==> config.mk <==
export PLATFORM = sky130hd
export DESIGN_NAME = lcd_fetch_sched
export DESIGN_NICKNAME = d
export VERILOG_FILES = /design/src/rtl/lcd_pkg.sv /design/src/rtl/lcd_burst_len_calc.sv /design/src/rtl/lcd_fetch_sched.sv
export SDC_FILE = /design/constraint.sdc
export NUM_CORES = 1
export LEC_CHECK = 0
export ABC_AREA = 1
export BUFFER_PORTS_ARGS = -buffer_cell sky130_fd_sc_hd__buf_4
export CORE_MARGIN = 2
export CORE_UTILIZATION = 50
export DETAILED_ROUTE_END_ITERATION = 16
export GPL_TIMING_DRIVEN = 0
export PLACE_DENSITY = 0.7
export SLEW_MARGIN = 20
export SYNTH_ARGS = -nofsm -noshare
export SYNTH_HDL_FRONTEND = slang
export SYNTH_SLANG_ARGS = --single-unit
==> constraint.sdc <==
create_clock -name fifo_wr_clk -period 10.5 [get_ports fifo_wr_clk]
set_input_delay 2.1 -clock fifo_wr_clk [delete_from_list [all_inputs] [get_ports fifo_wr_clk]]
set_output_delay 2.1 -clock fifo_wr_clk [all_outputs]
set_load 0.05 [all_outputs]
==> src/rtl/lcd_pkg.sv <==
// Shared types and constants for the LCD pixel-FIFO fetch scheduler.
package lcd_pkg;

  typedef enum logic [1:0] {
    ST_IDLE,
    ST_CHECK,
    ST_REQ,
    ST_WAIT
  } state_t;

  localparam int BOUNDARY_4K   = 4096;
  localparam int FRAME_WORDS_W = 24;
  localparam int LEN_W         = 8;

endpackage

==> src/rtl/lcd_burst_len_calc.sv <==
// Burst length = min(BURST_LEN, words remaining, words left before the next 4 KB boundary).
module lcd_burst_len_calc
  import lcd_pkg::*;
#(
  parameter int BYTES_PER_WORD = 4,
  parameter int BURST_LEN      = 16
) (
  input  logic [FRAME_WORDS_W-1:0] i_remain,
  input  logic [11:0]              i_addr_lo,
  output logic [LEN_W-1:0]         o_len
);

  localparam int SHIFT = $clog2(BYTES_PER_WORD);

  logic [12:0]              w_bytes_to_bnd;
  logic [12:0]              w_bnd_words;
  logic [FRAME_WORDS_W-1:0] w_min;

  assign w_bytes_to_bnd = 13'(BOUNDARY_4K) - {1'b0, i_addr_lo};
  assign w_bnd_words    = w_bytes_to_bnd >> SHIFT;

  // NOTE: w_min gets a default before any conditional update so no latch is inferred.
  always_comb begin
    w_min = FRAME_WORDS_W'(BURST_LEN);
    if (i_remain < w_min)
      w_min = i_remain;
    if (FRAME_WORDS_W'(w_bnd_words) < w_min)
      w_min = FRAME_WORDS_W'(w_bnd_words);
  end

  assign o_len = LEN_W'(w_min);

endmodule

==> src/rtl/lcd_fetch_sched.sv <==
// Walks a frame buffer issuing one outstanding read burst at a time to keep the LCD pixel FIFO fed.
module lcd_fetch_sched
  import lcd_pkg::*;
#(
  parameter int ADDR_W                = 32,
  parameter int BYTES_PER_WORD        = 4,
  parameter int BURST_LEN             = 16,
  parameter int FIFO_ALMOSTFULL_DEPTH = 1008
) (
  input  logic                     fifo_wr_clk,
  input  logic                     rst,
  input  logic                     enable,
  input  logic                     frame_start,
  input  logic [ADDR_W-1:0]        frame_base,
  input  logic [FRAME_WORDS_W-1:0] frame_words,
  input  logic [9:0]               fifo_wr_cnt,
  input  logic                     fifo_full,
  output logic                     burst_req,
  output logic [ADDR_W-1:0]        burst_addr,
  output logic [LEN_W-1:0]         burst_len,
  input  logic                     burst_ack,
  input  logic                     burst_done,
  output logic                     busy,
  output logic                     frame_done,
  output logic                     frame_overrun
);

  localparam int SHIFT = $clog2(BYTES_PER_WORD);

  state_t                   r_state;
  logic [ADDR_W-1:0]        r_addr;
  logic [FRAME_WORDS_W-1:0] r_remain;
  logic                     r_pend;
  logic [ADDR_W-1:0]        r_pend_base;
  logic [FRAME_WORDS_W-1:0] r_pend_words;
  logic                     r_burst_req;
  logic [ADDR_W-1:0]        r_burst_addr;
  logic [LEN_W-1:0]         r_burst_len;
  logic                     r_frame_done;
  logic                     r_frame_overrun;

  logic [LEN_W-1:0]         w_len;
  logic                     w_go;
  logic [ADDR_W-1:0]        w_step;
  logic [ADDR_W-1:0]        w_next_base;
  logic [FRAME_WORDS_W-1:0] w_next_words;

  lcd_burst_len_calc #(
    .BYTES_PER_WORD (BYTES_PER_WORD),
    .BURST_LEN      (BURST_LEN)
  ) u_len_calc (
    .i_remain  (r_remain),
    .i_addr_lo (r_addr[11:0]),
    .o_len     (w_len)
  );

  assign w_go   = enable && !fifo_full &&
                  ({1'b0, fifo_wr_cnt} < 11'(FIFO_ALMOSTFULL_DEPTH));
  assign w_step = ADDR_W'(r_burst_len) << SHIFT;

  // A frame_start coincident with burst_done takes precedence over any older pending frame.
  assign w_next_base  = frame_start ? frame_base  : r_pend_base;
  assign w_next_words = frame_start ? frame_words : r_pend_words;

  // NOTE: all state is updated with non-blocking assignments so every register samples pre-edge values.
  always_ff @(posedge fifo_wr_clk or posedge rst) begin
    if (rst) begin
      r_state         <= ST_IDLE;
      r_addr          <= '0;
      r_remain        <= '0;
      r_pend          <= 1'b0;
      r_pend_base     <= '0;
      r_pend_words    <= '0;
      r_burst_req     <= 1'b0;
      r_burst_addr    <= '0;
      r_burst_len     <= '0;
      r_frame_done    <= 1'b0;
      r_frame_overrun <= 1'b0;
    end else begin
      r_frame_done    <= 1'b0;
      r_frame_overrun <= frame_start && (r_state != ST_IDLE);

      case (r_state)
        ST_IDLE: begin
          if (frame_start) begin
            if (frame_words != '0) begin
              r_addr   <= frame_base;
              r_remain <= frame_words;
              r_state  <= ST_CHECK;
            end else begin
              r_frame_done <= 1'b1;
            end
          end
        end

        ST_CHECK: begin
          if (frame_start) begin
            if (frame_words != '0) begin
              r_addr   <= frame_base;
              r_remain <= frame_words;
            end else begin
              r_frame_done <= 1'b1;
              r_state      <= ST_IDLE;
            end
          end else if (w_go) begin
            r_burst_req  <= 1'b1;
            r_burst_addr <= r_addr;
            r_burst_len  <= w_len;
            r_state      <= ST_REQ;
          end
        end

        ST_REQ: begin
          if (frame_start) begin
            r_pend       <= 1'b1;
            r_pend_base  <= frame_base;
            r_pend_words <= frame_words;
          end
          if (burst_ack) begin
            r_burst_req <= 1'b0;
            r_state     <= ST_WAIT;
          end
        end

        ST_WAIT: begin
          if (burst_done) begin
            r_pend <= 1'b0;
            if (frame_start || r_pend) begin
              r_addr   <= w_next_base;
              r_remain <= w_next_words;
              if (w_next_words != '0) begin
                r_state <= ST_CHECK;
              end else begin
                r_frame_done <= 1'b1;
                r_state      <= ST_IDLE;
              end
            end else begin
              r_addr   <= r_addr + w_step;
              r_remain <= r_remain - FRAME_WORDS_W'(r_burst_len);
              if (r_remain == FRAME_WORDS_W'(r_burst_len)) begin
                r_frame_done <= 1'b1;
                r_state      <= ST_IDLE;
              end else begin
                r_state <= ST_CHECK;
              end
            end
          end else if (frame_start) begin
            r_pend       <= 1'b1;
            r_pend_base  <= frame_base;
            r_pend_words <= frame_words;
          end
        end

        default: r_state <= ST_IDLE;
      endcase
    end
  end

  assign burst_req     = r_burst_req;
  assign burst_addr    = r_burst_addr;
  assign burst_len     = r_burst_len;
  assign busy          = (r_state != ST_IDLE);
  assign frame_done    = r_frame_done;
  assign frame_overrun = r_frame_overrun;

endmodule

==> results.cfg <==
[drt]
drtAntennaViolNets = 0
vias = 9620
drtPass1Iterations = 6
drt_iter0_drc = 994
avgViaCountPerCell = 5.750
drc_errors = 0
wl_per_cell_um = 17.89
routed_wirelength_um = 29940

[floorplan]
die-area_mm2 = 0.02026
die_w_um = 142.4
rows = 50
die_h_um = 142.4
boundaryPins = 117
start_util = 0.5099
core_region_area_mm2 = 0.01877

[placed_design]
hpwlAfterDp_um = 22060
place_ws_ns = 6.006
io_buffers = 112
gp_congestion = 0.9331

[final_layout]
antenna_cells = 0
seqCellArea_mm2 = 0.003954
fillers = 1777
nets = 1527
syn2layout_area_growth_pct = 18.68
drive_gt1_frac = 0.1515
multi_input_area_mm2 = 0.004746

[timing]
finalHoldViolCount = 0
fmax_mhz = 239.6
fin_skew_ns = 0.01080
period_share = 0.3975
drv_slew = 0
setup_violations = 0
timing.slew.headroom = 0.4127
tightest_slew_ns = 0.8810
rsz0062_at_grt = no
worst_slack_ns = 6.326
final.setup.tns_ns = 0
final.min_clock_period_ns = 4.174

[worst_setup_path]
startpoint_type = input pin
r2r_cells = 24
cp.required_ns = 10.88
crit_type = input pin to register
crit_arrival_ns = 4.55
cp_max_fo = 10
crit_path_end_kind = register

[synthesis]
syn-instance-count = 1288
ys_top_cells_by_count = nand2_1, dfrtp_1, inv_1
ys_warn_count = 0
ys_types = 51
synth-main-ff-cell = dfrtp_1
syn_area_mm2 = 0.009570
synth_top_area_share = 0.4131
synth_enable_flop_cells = 0
ys_seq_area_frac = 0.4131
syn_area_per_cell_um2 = 7.430
yosysMostFrequentCell = nand2_1
async_reset_ff_frac = 1.000
ys_ff_latch = 158
synth_area_leader_cell = dfrtp_1
ys_top_cells_by_area = dfrtp_1, nand2_1, inv_1

[cts]
cts_hold_buf = 0
cts.htree.levels = 4
post_cts_resized = 0
cts_sinks = 158
tritoncts = done
clk_latency_ns = 0.45
root_buffer = clkbuf_16
cts_buffers = 17
clock_path_buffers = 2
path_clk_slew_ns = 0.07
postCtsSetupBuffers = 0

[min_path]
whs_path_depth = 2
worstHoldPathType = register to register

[pwr]
p_leak_nw = 5.534
swShare = 0.4846
p_int_w = 0.001837
p_seq_frac = 0.310
powerDensity_mw_per_mm2 = 313.8
clockPowerShare = 0.181
combPwrFrac = 0.509
ir_worst_vdd_mv = 0.1459
switchingPower_w = 0.001727

[global_route]
grt_pass1_vias = 8724
overflow = 0
grt_max_degree = 96
grt_use_total = 0.3029
antenna_found_initial = 0
grt_pass1_wl_um = 46850

[flow_run]
drv_cap = 0

[run_status]
status = complete, no violations
-- cell type report --
type                       instances  share of cell area
timing repair buffer             114             0.07689
inverter                         176             0.05882
tap                              234             0.02578
clock inverter                    15             0.01498
clock buffer                      17             0.03745
sequential                       158              0.3481
multi-input combinational        903              0.4178
buffer                            56             0.02016
-- cell families (layout without fill, tap and decap cells) --
kind of cell    count (synthesis)  count (layout)  synth area share
fa+ha+maj                      28              28           0.03817
other cells                     1               6         0.0003918
xor+xnor                       20              20           0.01830
compound gates                313             313            0.1979
simple gates                  536             536            0.2391
buf+inv                       232             378           0.09295
flops                         158             158            0.4131
-- layer usage --
layer	routed length, µm	GRT usage	vias to the layer above
li1	-	-	4562
met5	0	0	-
met3	2619	0.05720	66
met1	12810	0.4188	4536
met2	13630	0.4775	456
met4	874	0.1100	0
-- final timing paths --
path                          startpoint              end  slack [ns]
hold / removal             burst_addr[5]    burst_addr[5]        0.47
setup / recovery             frame_start      r_remain[2]        6.33
hold reg to reg            burst_addr[5]    burst_addr[5]        0.47
min in group asynchronous            rst    burst_addr[4]        1.75
setup reg to reg               r_addr[0]     burst_len[3]        7.18
max in group asynchronous            rst  r_pend_base[16]        7.99
-- layout by cell type (no fill, tap or decap), drive strengths merged, types with 30 or more instances in the layout --
master    n
a21oi    30
a221oi   32
a22oi    34
buf     131
clkbuf   56
dfrtp   158
inv     184
nand2   354
nand3    56
nor2     81
o21ai   175
-- state kept, by name (all words and copies together), names as in the netlist, named ones only --
name / cells
r_remain: 24
r_pend_words: 24
r_pend: 1
frame_done: 1
burst_addr: 32
frame_overrun: 1
burst_len: 8
r_state: 1
r_addr: 32
burst_req: 1
r_pend_base: 32
-- power groups by stage --
stage / clock network, W / logic (W) / registers, W
global placement: 0 / 0.00175 / 0.00110
global route: 0.000674 / 0.00200 / 0.00114
floorplan: 0 / 0.00104 / 0.00132
CTS: 0.000648 / 0.00179 / 0.00110
finish: 0.000646 / 0.00181 / 0.00111
detailed placement: 0 / 0.00178 / 0.00111
-- worst max-delay path, cell delays in order --
cell	delay (ns)
buf_4	0.14
nor2_1	0.31
inv_1	0.10
nor2_2	0.63
inv_2	0.24
clkbuf_1	0.46
o221ai_1	0.35
nand2_1	0.12
nand2_1	0.10
-- metrics by stage --
step / hold slack (ns) / total power (W) / area, µm² / util / instances
floorplan: 0.4479 / 0.002362 / 9589 / - / 1293
global placement: 0.4553 / 0.002850 / 10720 / 0.5713 / 1639
detailed placement: 0.4601 / 0.002889 / 10760 / 0.5732 / 1640
CTS: 0.4770 / 0.003541 / 11350 / 0.6049 / 1672
global route: 0.4882 / 0.003810 / 11360 / 0.6052 / 1673
finish: 0.4705 / 0.003564 / 11360 / 0.6052 / 1673
No activity file was read; power rests on OpenSTA's default activity.
